File: config.mk
export PLATFORM = sky130hd
export DESIGN_NAME = upe_abs_sched
export DESIGN_NICKNAME = d
export VERILOG_FILES = /design/src/rtl/upe_abs_sched.sv
export SDC_FILE = /design/constraint.sdc
export NUM_CORES = 1
export LEC_CHECK = 0
export ABC_AREA = 1
export BUFFER_PORTS_ARGS = -buffer_cell sky130_fd_sc_hd__buf_2
export CORE_ASPECT_RATIO = 2
export CORE_MARGIN = 5
export CORE_UTILIZATION = 52
export CTS_CLUSTER_DIAMETER = 100
export DETAILED_ROUTE_END_ITERATION = 16
export GPL_ROUTABILITY_DRIVEN = 1
export MAX_ROUTING_LAYER = met4
export PLACE_DENSITY_LB_ADDON = 0.08
export SLEW_MARGIN = 20
export SYNTH_ARGS = -nofsm -noshare
export SYNTH_HDL_FRONTEND = slang
export SYNTH_SLANG_ARGS = --single-unit
export TNS_END_PERCENT = 30
File: constraint.sdc
create_clock -name clk -period 2.45 [get_ports clk]
set_input_delay 0.1225 -clock clk [delete_from_list [all_inputs] [get_ports clk]]
set_output_delay 0.1225 -clock clk [all_outputs]
set_load 0.02 [all_outputs]
File: src/rtl/upe_abs_sched.sv
// Round-robin scheduler that shares one absolute-value unit among NREQ requesters.
// Define UPE_ABS_SCHED_SATURATE_EN to clamp |most-negative| to the largest positive value instead of wrapping.
module upe_abs_sched #(
  parameter int WIDTH = 32,
  parameter int NREQ  = 4
) (
  input  logic                      clk,
  input  logic                      rst_n,
  input  logic [NREQ-1:0]           req_valid,
  input  logic [NREQ*WIDTH-1:0]     req_data,
  output logic [NREQ-1:0]           req_ready,
  output logic                      out_valid,
  input  logic                      out_ready,
  output logic [WIDTH-1:0]          out_data,
  output logic                      out_sign,
  output logic [$clog2(NREQ)-1:0]   out_id,
  output logic                      out_ovf,
  output logic [1:0]                dbg_state
);
  localparam int IDW = $clog2(NREQ);

  // Handshake: req_ready[i] is a one-cycle accept pulse, combinational in IDLE;
  // the operand is taken on that same edge. out_valid holds with stable payload
  // until a rising edge samples out_ready high.
  typedef enum logic [1:0] {
    S_IDLE = 2'd0,
    S_CALC = 2'd1,
    S_HOLD = 2'd2
  } state_t;

  state_t           r_state;
  state_t           w_next;
  logic [IDW-1:0]   r_rr_ptr;
  logic [WIDTH-1:0] r_opd;
  logic [IDW-1:0]   r_id;
  logic [WIDTH-1:0] r_out_data;
  logic             r_out_sign;
  logic [IDW-1:0]   r_out_id;
  logic             r_out_ovf;

  logic             w_found;
  logic [IDW-1:0]   w_gnt_idx;
  logic [IDW-1:0]   w_cand;
  logic             w_grant;
  logic [WIDTH-1:0] w_opd_sel;
  logic             w_sign;
  logic             w_ovf;
  logic [WIDTH-1:0] w_neg;
  logic [WIDTH-1:0] w_abs;
  logic [WIDTH-1:0] w_res;

  // First valid requester at or after the pointer; power-of-two NREQ wraps by truncation.
  always_comb begin
    w_found   = 1'b0;
    w_gnt_idx = '0;
    w_cand    = '0;
    for (int k = 0; k < NREQ; k++) begin
      w_cand = r_rr_ptr + IDW'(k);
      if (!w_found && req_valid[w_cand]) begin
        w_found   = 1'b1;
        w_gnt_idx = w_cand;
      end
    end
  end

  always_comb begin
    w_next    = r_state;
    req_ready = '0;
    w_grant   = 1'b0;
    case (r_state)
      S_IDLE: begin
        if (rst_n && w_found) begin
          w_grant              = 1'b1;
          req_ready[w_gnt_idx] = 1'b1;
          w_next               = S_CALC;
        end
      end
      S_CALC:  w_next = S_HOLD;
      S_HOLD:  if (out_ready) w_next = S_IDLE;
      default: w_next = S_IDLE;
    endcase
  end

  assign w_opd_sel = req_data[w_gnt_idx*WIDTH +: WIDTH];
  assign w_sign    = r_opd[WIDTH-1];
  assign w_ovf     = w_sign && (r_opd[WIDTH-2:0] == '0);
  assign w_neg     = -r_opd;
  assign w_abs     = w_sign ? w_neg : r_opd;
`ifdef UPE_ABS_SCHED_SATURATE_EN
  assign w_res     = w_ovf ? {1'b0, {(WIDTH-1){1'b1}}} : w_abs;
`else
  assign w_res     = w_abs;
`endif

  always_ff @(posedge clk or negedge rst_n) begin
    if (!rst_n) begin
      r_state    <= S_IDLE;
      r_rr_ptr   <= '0;
      r_opd      <= '0;
      r_id       <= '0;
      r_out_data <= '0;
      r_out_sign <= 1'b0;
      r_out_id   <= '0;
      r_out_ovf  <= 1'b0;
    end else begin
      r_state <= w_next;
      if (w_grant) begin
        r_opd    <= w_opd_sel;
        r_id     <= w_gnt_idx;
        r_rr_ptr <= w_gnt_idx + IDW'(1);
      end
      if (r_state == S_CALC) begin
        r_out_data <= w_res;
        r_out_sign <= w_sign;
        r_out_id   <= r_id;
        r_out_ovf  <= w_ovf;
      end
    end
  end

  assign out_valid = (r_state == S_HOLD);
  assign out_data  = r_out_data;
  assign out_sign  = r_out_sign;
  assign out_id    = r_out_id;
  assign out_ovf   = r_out_ovf;
  assign dbg_state = r_state;
endmodule

==> results.toml, run 1 <==
[timing]
max_slew.worst_pin.slew_ns = 0.546
relSlewSlack_pct = 63.6
rsz0062_at_grt = "yes"
finalHoldViolCount = 0
final.setup.tns_ns = 0
finalSetupViolCount = 0
finalClockSkew_ns = 0.00744
fmaxAchievable_mhz = 427
final-max-slew-violation-count = 0
period_share_pct = 95.6
min_period_ns = 2.34

[worst_hold_path]
hold_path_end = "dbg_state[1]$_DFFE_PN0P_"
min_path_cells = 4
hp-class = "input port to flip-flop"
hold_path_startpoint = "out_ready"

[worst_setup_path]
r2r_slack_ns = 0.31
r2r-start = "r_opd[1]$_DFFE_PN0P_"
worst-setup-path-type = "flip-flop to output port"
crit_chain = "buf_4 > nand2_1 > nand2_1 > nand2_1 > nand2_1 > nor2_4 > nand3_2 > nand2_4 > nand2_8 > buf_12 > inv_1 > nand3_1 > inv_1 > clkbuf_4"
critPathRequiredTime_ns = 2.33
startpoint_type = "flip-flop"
cpMaxStageDelayCell = "dfrtp_2"
cp_slowest_stage_delay_ns = 0.47
worstRegToRegCells = 10
r2r-end = "out_data[22]$_DFFE_PN0N_"
cp.arrival_ns = 2.22
cp-end-kind = "output port"
worst_path_most_repeated_cell = "nand2_1"
critPathMaxFanout = 17

[cells_and_area]
multi_input_area_um2 = 2800
seq_area_um2 = 1850
area_growth_pct = 26.4
fillers = 1017
layout-drive-gt1-share_pct = 23.4
fin_nets = 1145
fin_cells = 1150

[global_routing]
gr-usage-met2_pct = 46.7
globalRouteOverflowTotal = 0
grt_use_met1_pct = 29.0
met3_usage_pct = 3.04
grt.total_usage_pct = 26.7
grt_max_degree = 53
busiest_layer = "met2"
grt_pass1_vias = 5483
grt_pass1_wl_um = 25400
antenna_found_initial = 1

[power]
power.density_nw_per_um2 = 1530
p_leak_nw = 3.93
ir_drop_uv = 1120

[synth]
syn-num-nets = 973
yosys-top-cells-area = "dfrtp_1 (34%), nand2_1 (19%), nand3_1 (14%), inv_1 (9.2%), nor2_1 (2.7%)"
synth_area_um2 = 5370
ys_seq_area_share_pct = 34.5
avgSynthCellArea_um2 = 6.42
ys_ff_latch = 74
yosys_warnings = 0
syn_inst = 837
synth_cell_types = 39
synth.top_cell.area_share_pct = 34.5
yosysTopAreaCell = "dfrtp_1"

[detailed_routing]
drc_errors = 0
ant_nets = 0
post_drt_wl_per_cell_um = 13.7
drt_pass1_iterations = 5
drtIter0Drc = 278
num_vias = 5685
viasPerCell = 4.94
wl_um = 15800

[floorplan]
design.die.area_um2 = 12600
rows = 52
start_util_pct = 52.9
pin_count = 178
fp.dieW_um = 81.9
fp.dieH_um = 154
core_region_area_um2 = 10100

[flow_run]
drv_cap = 0

[cts]
cts_buffers = 9
cts_tree = "yes"
path_clk_slew_ns = 0.06
cts-htree-levels = 3
insertion_delay_ns = 0.34
cts-root-buf = "clkbuf_16"
cts_buffer_depth = 2
cts_sinks = 74

[placed_design]
detailed_place_hpwl_um = 12700
place_congestion = 0.960
portBuffers = 177
dp.cells = 1129

[outcome]
outcome = "completed"
through the flow:
step	hold WS (ns)	total power [mW]	util, %	setup slack, ns	instance area [um^2]
2_1_floorplan	-0.173	7.15	-	0.540	5370
3_3_place_gp	0.222	8.54	62.6	0.246	6350
3_5_place_dp	0.218	8.59	62.6	0.218	6350
4_1_cts	0.0195	10.2	66.2	0.00444	6720
5_1_grt	0.0549	11.4	66.9	-0.0309	6790
6_report	0.0262	10.4	66.9	0.109	6790
sequential cells by signal, summed over array words and instances, names as in the netlist:
register and cells:
out_data 32, r_opd 32, dbg_state 2, r_id 2, r_rr_ptr 2, out_id 2
out_ovf 1, out_sign 1
report_power, final:
group | internal [mW] | total [mW] | leakage (nW) | switching [mW]
clock | 1.05 | 1.54 | 0.176 | 0.494
combinational | 2.36 | 6.40 | 2.84 | 4.04
sequential | 1.83 | 2.41 | 0.916 | 0.584
worst max path at each step:
stage,start,to,slack [ns],cells past startpoint
after global routing,r_rr_ptr[0]$_DFFE_PN0P_,req_ready[1],-0.03,14
after detailed placement,r_rr_ptr[0]$_DFFE_PN0P_,r_opd[21]$_DFFE_PN0P_,0.22,10
final,r_rr_ptr[0]$_DFFE_PN0P_,req_ready[1],0.11,14
after CTS,r_rr_ptr[0]$_DFFE_PN0P_,req_ready[0],0.004,13
after global placement,r_rr_ptr[0]$_DFFE_PN0P_,req_ready[0],0.25,12
after floorplan,r_rr_ptr[0]$_DFFE_PN0P_,req_ready[0],0.54,12
kinds of logic after synthesis:
logic type                 count (synthesis)  synth area share [%]
and+or+nand+nor                          533                  44.8
DFF                                       74                  34.5
xor gates and xnor gates                  14                  2.28
AOI/OAI and AO/OA                         43                  4.52
adders and majority gates                  1                 0.233
buffers and inverters                    172                  13.7
worst max-delay path, delay by kind of cell (launching register included):
family	cells	cell delay, ns
buffers and inverters	5	0.63
DFF	1	0.47
and+or+nand+nor	9	0.77
cell usage in the layout (no fill, tap or decap), drive strengths merged, types with 5 or more instances in the layout:
cell	instances
buf	195
o21ai	28
xor2	12
nand2	278
nor3	10
or2	40
nand3	148
clkbuf	13
dfrtp	74
inv	134
a21oi	5
nor2	42
nand4	8
routing by layer:
layer,up-vias,wire length [um]
li1,2943,-
met1,2514,5870
met2,183,8380
met3,45,751
met4,0,807
met5,-,0
cells in the mapped netlist:
master / n
nand3b_1: 4
ha_1: 1
nor4_1: 1
nand4_1: 8
or2_2: 2
xor2_1: 12
nand3_1: 146
a31oi_1: 4
o21ai_1: 2
inv_2: 3
buf_2: 9
nor2_1: 38
o21ai_0: 25
buf_4: 1
nor2_4: 2
nor3_2: 1
nor3b_1: 1
or2_0: 20
nor3_1: 9
clkbuf_1: 16
o21ai_2: 1
and2_1: 1
clkinv_1: 1
o211ai_1: 2
o21a_1: 1
nor2_2: 2
buf_6: 10
nand2_1: 271
inv_1: 131
a21oi_1: 4
o31ai_1: 3
or2_1: 18
nand2_4: 2
dfrtp_1: 74
xnor2_1: 2
nand3_2: 2
a21oi_2: 1
buf_1: 1
nand2_2: 5
cell type report:
cell class	count	area share, %
Antenna cell	1	0.0369
Clock buffer	11	3.72
Clock inverter	5	1.47
Inverter	135	7.50
Multi-Input combinational cell	591	41.3
Sequential cell	74	27.3
Tap cell	135	2.49
Timing Repair Buffer	198	16.2
repair_timing:
action / 4_1_cts / 5_1_grt
setup endpoints to repair: 3 / 4
gates cloned: 0 / 1
buffers inserted: 0 / 2
hold buffers: 1 / 0
hold endpoints to repair: 33 / 0
resized for setup: 2 / 9
(Power assumes the default switching activity.)
==> run 2: changes to the inputs <==
ABC_AREA = default   (was 1)
ABC_CLOCK_PERIOD_IN_PS = 2450   (was default)
CORE_UTILIZATION = 50   (was 52)
==> run 2 against run 1 <==
- critical path depth down 9
- non-clock buffer count decreased by 5
- highest routed layer unchanged
- register-to-register slack got worse by 0.02 ns
- largest cell class unchanged
- critical path type unchanged
==> results.toml, run 2 <==
[global_routing]
grt.total_usage_pct = 26.1
grt_pass1_wl_um = 23700
grt_pass1_vias = 4786
grt_max_degree = 75
globalRouteOverflowTotal = 0
antenna_found_initial = 0

[detailed_routing]
wl_met1_um = 5710
viasPerCell = 5.93
wl_um = 14700
drt_pass1_iterations = 5
drtIter0Drc = 240
ant_nets = 0
dr_wl_met2_um = 7700
route.met3.wl_um = 805
drc_errors = 0
num_vias = 4726
dr.max_layer_used = "met4"
post_drt_wl_per_cell_um = 18.5

[floorplan]
design.die.area_um2 = 11800
core_region_area_um2 = 9380
rows = 50
fp.dieW_um = 79.3
fp.dieH_um = 149
start_util_pct = 51.2
pin_count = 178

[power]
ir_drop_uv = 631
total_power_mw = 7.25
power.density_nw_per_um2 = 1180
p_leak_nw = 2.95

[placed_design]
detailed_place_hpwl_um = 11200
place_congestion = 0.947
portBuffers = 177

[worst_setup_path]
cp_slowest_stage_delay_ns = 0.60
cp-end-kind = "output port"
startpoint_type = "flip-flop"
r2r-start = "r_rr_ptr[1]$_DFFE_PN0P_"
r2r_slack_ns = 0.29
critPathMaxFanout = 16
worst-setup-path-type = "flip-flop to output port"
path_buf_inv = 1
cpMaxStageDelayCell = "nor3_2"
crit_family = "simple AND/OR/NAND/NOR gates"
cp.arrival_ns = 2.10
r2r-end = "r_opd[8]$_DFFE_PN0P_"
critPathRequiredTime_ns = 2.33
crit_chain = "nor3b_1 > a211oi_1 > nor3_2 > and2_1 > buf_2"
worstRegToRegCells = 6

[synth]
yosys.area_share.simple_pct = 19.3
synth_area_um2 = 4810
yosysTopAreaCell = "dfrtp_1"
synth.top_cell.area_share_pct = 38.5
async_flop_share_pct = 100
syn-num-nets = 663
yosys-top-cells-area = "dfrtp_1 (39%), mux2i_1 (7.1%), a21bo_2 (6.7%), o31ai_1 (6.4%), nand2_1 (6.3%)"
synth.most_common_cell = "nand2_1"
yosys_warnings = 0
synth_xor_area_share_pct = 4.92
synthAdderAreaFrac_pct = 0.260
avgSynthCellArea_um2 = 9.12
syn_inst = 527
synth_top_family_by_area = "compound AO/OA/AOI/OAI gates"
synth_compound_area_share_pct = 25.8
synth_edf_count = 0
synth_cell_types = 47
yosys_most_used_dff = "dfrtp_1"
ys_seq_area_share_pct = 38.5
muxShareOfSynthArea_pct = 7.08
synthTopCellsByCount = "nand2_1 (81), dfrtp_1 (74), o31ai_1 (41)"
ys_ff_latch = 74

[cts]
path_clk_slew_ns = 0.06
cts_tree = "yes"
cts-htree-levels = 3
insertion_delay_ns = 0.34
cts_sinks = 74
cts_buffers = 9
cts-root-buf = "clkbuf_16"
cts_buffer_depth = 2
post_cts_buffers = 0

[worst_hold_path]
hp-class = "input port to asynchronous set/reset pin"

[timing]
max_slew.worst_pin.slew_ns = 0.913
finalSetupViolCount = 0
finalClockSkew_ns = 0.00726
rsz0062_at_grt = "no"
final-max-slew-violation-count = 0
min_period_ns = 2.22
fmaxAchievable_mhz = 450
relSlewSlack_pct = 39.1
period_share_pct = 90.8
finalHoldViolCount = 0
final.setup.tns_ns = 0

[cells_and_area]
fillers = 821
fin_nets = 824
antenna_cells = 0
layout-drive-gt1-share_pct = 38.0
layout_commonest_cell = "buf_2"
area_growth_pct = 27.6
final_cell_mix = "buf_2 (176), nand2_1 (81), dfrtp_1 (74)"
seq_area_um2 = 1850
multi_input_area_um2 = 2790

[flow_run]
drv_cap = 0

[outcome]
outcome = "completed"
==> run 2: changes by cell type after synthesis, sizes merged, moves of 32 or more <==
cell and change:
nand2 -197, inv -128, or2 -37, mux2i +34, o31ai +38, nand3 -144, a21bo +32
==> run 2: logic make-up (layout without fill, tap and decap cells) <==
logic type,after synthesis,in the layout
AOI/OAI and AO/OA,164,164
xor gates and xnor gates,27,27
adders and majority gates,1,1
buffers and inverters,49,215
DFF,74,74
muxes,34,34
and+or+nand+nor,178,178
==> run 2: worst max path at each step <==
stage,from,end,slack [ns],cells after the start
3_5_place_dp,r_opd[0]$_DFFE_PN0P_,out_data[30]$_DFFE_PN0N_,0.25,8
3_3_place_gp,r_opd[0]$_DFFE_PN0P_,out_data[30]$_DFFE_PN0N_,0.28,8
5_1_grt,r_rr_ptr[0]$_DFFE_PN0P_,req_ready[3],0.02,5
4_1_cts,r_rr_ptr[1]$_DFFE_PN0P_,req_ready[3],0.18,5
6_report,r_rr_ptr[1]$_DFFE_PN0P_,req_ready[2],0.23,5
2_1_floorplan,r_rr_ptr[1]$_DFFE_PN0P_,req_ready[1],0.51,6
==> run 2: per-layer routing <==
metal / vias to the layer above / GRT usage [%]
li1: 2286 / -
met1: 2195 / 31.5
met2: 204 / 43.6
met3: 41 / 2.24
met5: - / -
met4: 0 / 12.6
==> run 2: cell type report <==
class                           instances  share of cell area (%)
Inverter                                6                   0.367
Clock buffer                           10                    3.90
Clock inverter                          6                    1.20
Sequential cell                        74                    30.2
Multi-Input combinational cell        404                    45.5
Tap cell                              104                    2.12
Timing Repair Buffer                  193                    16.7
==> run 2: repair_timing <==
item,in CTS,in global routing
setup endpoints to repair,0,4
hold endpoints to repair,1,0
gates resized for setup,0,3
hold buffers,1,0
==> run 2: per-stage QoR <==
stage                     hold WS [ns]  util, %  setup WS, ns  std cells  area [um^2]
after global placement           0.338     61.8         0.285        780         5800
after floorplan                 -0.173        -         0.506        527         4810
after CTS                       0.0763     65.2         0.176        797         6120
final                           0.0395     65.4         0.226        797         6130
after global routing             0.109     65.4        0.0156        797         6130
after detailed placement         0.326     61.8         0.254        780         5800
==> run 2: power by group <==
part           internal [mW]  total (mW)  switching [mW]  leakage (nW)
registers               1.78        2.37           0.589         0.926
logic                   1.42        3.53            2.11          1.87
clock network          0.826        1.35           0.526         0.153
